--- config.mk ---
export PLATFORM = sky130hd
export DESIGN_NAME = demux10_buf
export DESIGN_NICKNAME = d
export VERILOG_FILES = /design/src/rtl/demux10_buf.sv
export SDC_FILE = /design/constraint.sdc
export NUM_CORES = 1
export LEC_CHECK = 0
export CORE_AREA = 2 2 117 91
export CTS_CLUSTER_DIAMETER = 50
export DETAILED_ROUTE_END_ITERATION = 12
export DIE_AREA = 0 0 119 93
export PLACE_DENSITY = 0.85
export SYNTH_ARGS = -nofsm -noshare
export SYNTH_HDL_FRONTEND = slang
export SYNTH_SLANG_ARGS = --single-unit
--- constraint.sdc ---
create_clock -name clk -period 2.55 [get_ports clk]
set_input_delay 0.3825 -clock clk [delete_from_list [all_inputs] [get_ports clk]]
set_output_delay 0.3825 -clock clk [all_outputs]
set_load 0.005 [all_outputs]
--- src/rtl/demux10_buf.sv ---
// demux10_buf: registered 1-to-10 demultiplexer with per-channel holding registers.
// Out-of-range selects are absorbed, counted (saturating) and flagged with err.
module demux10_buf #(
  parameter int WIDTH = 8,
  parameter int CNT_W = 8
) (
  input  logic               clk,
  input  logic               rst_n,
  input  logic               in_valid,
  output logic               in_ready,
  input  logic [3:0]         S,
  input  logic               bcast,
  input  logic [WIDTH-1:0]   I,
  output logic [10*WIDTH-1:0] Z,
  output logic [9:0]         z_valid,
  input  logic [9:0]         z_ack,
  output logic [CNT_W-1:0]   drop_cnt,
  output logic               err
);

  logic [9:0]  free;
  logic [15:0] free_x;
  logic [15:0] sel_oh;
  logic [9:0]  load;
  logic        accept;
  logic        drop;

  // An acked channel is free this cycle; selects 10-15 read as always free.
  assign free   = ~z_valid | z_ack;
  assign free_x = {6'h3f, free};
  assign sel_oh = 16'd1 << S;

  // Readiness depends only on the target channels, never on in_valid.
  always_comb begin
    in_ready = 1'b1;
    unique case (1'b1)
      bcast:   in_ready = &free;
      default: in_ready = free_x[S];
    endcase
  end

  assign accept = in_valid & in_ready;

  // Decode the accepted word into per-channel load strobes and a drop flag.
  always_comb begin
    load = '0;
    drop = 1'b0;
    if (accept) begin
      unique case (1'b1)
        bcast:         load = 10'h3ff;
        (S <= 4'd9):   load = sel_oh[9:0];
        default:       drop = 1'b1;
      endcase
    end
  end

  // Per-channel holding registers: load beats ack, ack clears valid only.
  always_ff @(posedge clk or negedge rst_n) begin
    if (!rst_n) begin
      Z       <= '0;
      z_valid <= '0;
    end else begin
      for (int k = 0; k < 10; k++) begin
        if (load[k]) begin
          Z[WIDTH*k +: WIDTH] <= I;
          z_valid[k]          <= 1'b1;
        end else if (z_ack[k] && z_valid[k]) begin
          z_valid[k] <= 1'b0;
        end
      end
    end
  end

  // Saturating drop counter and one-cycle error pulse per drop.
  always_ff @(posedge clk or negedge rst_n) begin
    if (!rst_n) begin
      drop_cnt <= '0;
      err      <= 1'b0;
    end else begin
      err <= drop;
      if (drop && (drop_cnt != {CNT_W{1'b1}}))
        drop_cnt <= drop_cnt + 1'b1;
    end
  end

endmodule

==> results by group <==
STA
  – Max Fclk: 402 MHz
  – Final number of hold-violating endpoints: 0
  – Transition time at the pin with the least slew margin: 0.705 ns
  – Setup-failing EPs final: 0
  – Final worst clock skew: 0.00986 ns
  – Max-slew violation total from the final report: 0
  – Max transition margin: 0.530
  – Final period utilization: 0.977
  – Final min period: 2.49 ns

Global route
  – GR met2 Demand/Resource: 0.408
  – Pin count of the biggest net entering global routing: 88
  – Global routing usage on met3: 0.0677
  – Tot GR Track Use: 0.257
  – Global-route wire length before repair: 22100 um
  – GR Overflow Total: 0
  – Number of global-route vias before repair: 4072
  – Number of antenna violations at the first check in global routing: 0
  – GRT busiest layer: met2
  – Global routing usage on met1: 0.345

Clock tree
  – Clock tree from TritonCTS: built
  – Number of sinks driven by the clock tree: 99
  – Num CTS Buffers: 9
  – Buffers from clock root to sink, at most: 2
  – H-tree depth: 3
  – Clock-pin slew on the worst setup and hold paths: 0.06 ns
  – Cell at the root of the clock tree: clkbuf_16
  – Clk_lat worst skew: 0.34 ns

Critical path
  – Critical path capture point: Z[50]
  – Critical Path Source: S[2]
  – Endpoint required time on the critical path: 2.78 ns
  – Worst reg-to-reg setup slack: 0.18 ns
  – Class of the most critical setup path: primary input to register
  – Reg-to-reg critical path endpoint: Z[56]
  – Largest stage delay on the critical path: 0.61 ns
  – Reg2reg path depth: 9
  – CP max stage cell: clkdlybuf4s50_1
  – Critical path launch point type: primary input
  – Start of the worst register-to-register path: z_valid[4]
  – Critical path capture point type: register
  – Arrival time of data at the critical path endpoint: 2.72 ns
  – Largest fanout on the critical path: 8
  – Cell-by-cell listing of the critical path: clkdlybuf4s50_1, buf_4, nor4bb_2, nand3_1, or4_1, and3_1, a31o_1

Yosys
  – Post-synthesis sequential area ratio: 0.523
  – Instance count of the mapped netlist: 414
  – Area share of the largest cell type after synthesis: 0.523
  – Library cells used by synthesis: 43
  – Biggest area contributors in the synthesized netlist: dfrtp_1, a31o_1, and3_1, buf_6, buf_1
  – Post-synth top area cell: dfrtp_1
  – Most frequent cell after synthesis: dfrtp_1
  – Area of the mapped netlist: 4740 um2
  – Post-Syn Area per Cell: 11.5 um2
  – Most numerous cell types in the synthesized netlist: dfrtp_1, and3_1, a31o_1, buf_1, clkbuf_1
  – Synthesized netlist net count: 441
  – Number of synthesized flops with an enable pin: 0
  – Fraction of registers with async set/reset: 1.00
  – Synth warn: 0
  – Flip-flop and latch count after synthesis: 99
  – Dominant synthesized flop cell: dfrtp_1

Routing
  – ANT nets after route: 0
  – Via count normalized by instance count: 5.93
  – First-pass DRT Iterations: 4
  – DRC: 0
  – Final wirelength: 14000 um
  – Routed vias: 4027
  – DRC violation total after the first TritonRoute iteration: 319
  – Final routed wire length divided by cell count: 20.6 um

Power and ir drop
  – Overall power of the completed layout: 6990 uW
  – Static leakage: 0.00291 uW
  – Power Dens Cells: 1060 nW/um2
  – IR drop worst, VDD: 0.000720 V

Placement
  – Number of buffer cells added on primary ports: 125
  – HPWL reported at the end of detailed placement: 9260 um
  – Instance area at placement: 6210 um2
  – Final Wtd Congestion: 0.845

Finish
  – Number of nets in the final layout: 566
  – Area added between synthesis and finish: 38.7%
  – Share of post-route cells with drive strength above 1: 0.136
  – Filler cell count: 729
  – Design Area, Final: 6580 um2
  – Number of inserted diodes: 0

Die
  – Number of placed I/O pins: 126
  – Starting density of the core: 0.476
  – Core region area: 9970 um2
  – Area of the die: 11100 um2
  – Standard-cell row count: 32
  – Height of the die: 93 um
  – Die W: 119 um

Hold path
  – Worst hold path class: primary input to asynchronous set/reset pin

Status
  – Status: completed

Job
  – Maximum Capacitance Violations: 0
-- routing by layer --
metal / wire length, um / share of wire / vias to the layer above
li1: - / - / 1798
met1: 6010 / 0.43 / 2038
met2: 6700 / 0.48 / 175
met3: 1100 / 0.079 / 16
met4: 203 / 0.014 / 0
met5: 0 / 0 / -
-- cell usage in the layout (no fill, tap or decap), types with 3 or more instances in the layout --
cell             netlist  final
buf_12                 0      4
or2_2                  9      9
nor2_1                 3      3
nand3_1               11     11
a21o_1                 3      3
a22o_1                 3      3
dfrtp_1               99     99
nand4_1                4      4
nand2_1                4      4
inv_1                  5      5
nor4_1                 3      3
clkdlybuf4s50_1        0    121
or4_1                  6      4
clkbuf_1              14      3
xnor2_1                4      4
and3_1                82     82
buf_4                  0     35
nor2b_1                8      8
nand3b_1               9      9
a31o_1                80     80
xor2_1                 3      3
clkbuf_16              0      9
nor4b_1                4      4
-- worst min path at each step --
stage / start / end / slack [ns] / depth (start not counted)
final: rst_n / drop_cnt[6] / 0.09 / 1
after global routing: rst_n / drop_cnt[4] / 0.14 / 1
after CTS: rst_n / drop_cnt[6] / 0.11 / 1
after detailed placement: rst_n / drop_cnt[6] / 0.47 / 1
after global placement: rst_n / drop_cnt[6] / 0.46 / 1
after floorplan: rst_n / Z[0] / 0.09 / 0
-- power breakdown --
| group | internal [uW] | total [uW] | switching, uW | leakage (uW) |
|---|---|---|---|---|
| Combinational | 1930 | 2910 | 981 | 0.00155 |
| Clock | 883 | 1450 | 567 | 0.000150 |
| Sequential | 2230 | 2640 | 412 | 0.00120 |
| Total | 5040 | 6990 | 1960 | 0.00291 |
-- per-stage QoR --
stage	util	setup TNS, ns	hold WS (ns)	cells	worst slack (ns)
final	0.660	0	0.0856	679	0.0596
after global routing	0.660	-0.0536	0.135	679	-0.0169
after CTS	0.655	0	0.107	676	0.00793
after detailed placement	0.623	-23.61	0.469	660	-0.418
after global placement	0.623	-18.00	0.457	660	-0.392
after floorplan	-	0	0.0869	414	0.372
-- logic make-up (layout without fill, tap and decap cells) --
kind of cell    Yosys count  in the layout  share of synthesized area
xor+xnor                  7              7                     0.0129
buf+inv                  55            184                     0.0607
compound gates           96             96                      0.186
fa+ha+maj                 1              1                    0.00264
flops                    99             99                      0.523
mux                       2              2                    0.00713
simple gates            154            154                      0.208
-- critical path: cells and delay by family --
family	cells	cell delay, ns
AO/OA/AOI/OAI	1	0.19
buffers and inverters	2	0.81
AND/OR/NAND/NOR	4	1.34
-- registers in the layout (all words and copies together) (netlist names) --
register / count
err: 1
z_valid: 10
Z: 80
drop_cnt: 8
-- cell type report --
type                            instances  area, um2  share of cell area
Clock buffer                           13        250              0.0381
Clock inverter                          2       60.1             0.00913
Inverter                                6       22.5             0.00342
Multi-Input combinational cell        260       2010               0.306
Sequential cell                        99       2480               0.377
Tap cell                              136        170              0.0259
Timing Repair Buffer                  163       1580               0.241
-- what timing repair did --
action                     CTS  global route
pin swaps                    1             3
hold buffers                 0             0
hold endpoints to repair     0             0
setup endpoints to repair    6            25
buffers inserted             1             3
resized for setup            4             5
gates cloned                 0             0
(Power assumes the default switching activity.)
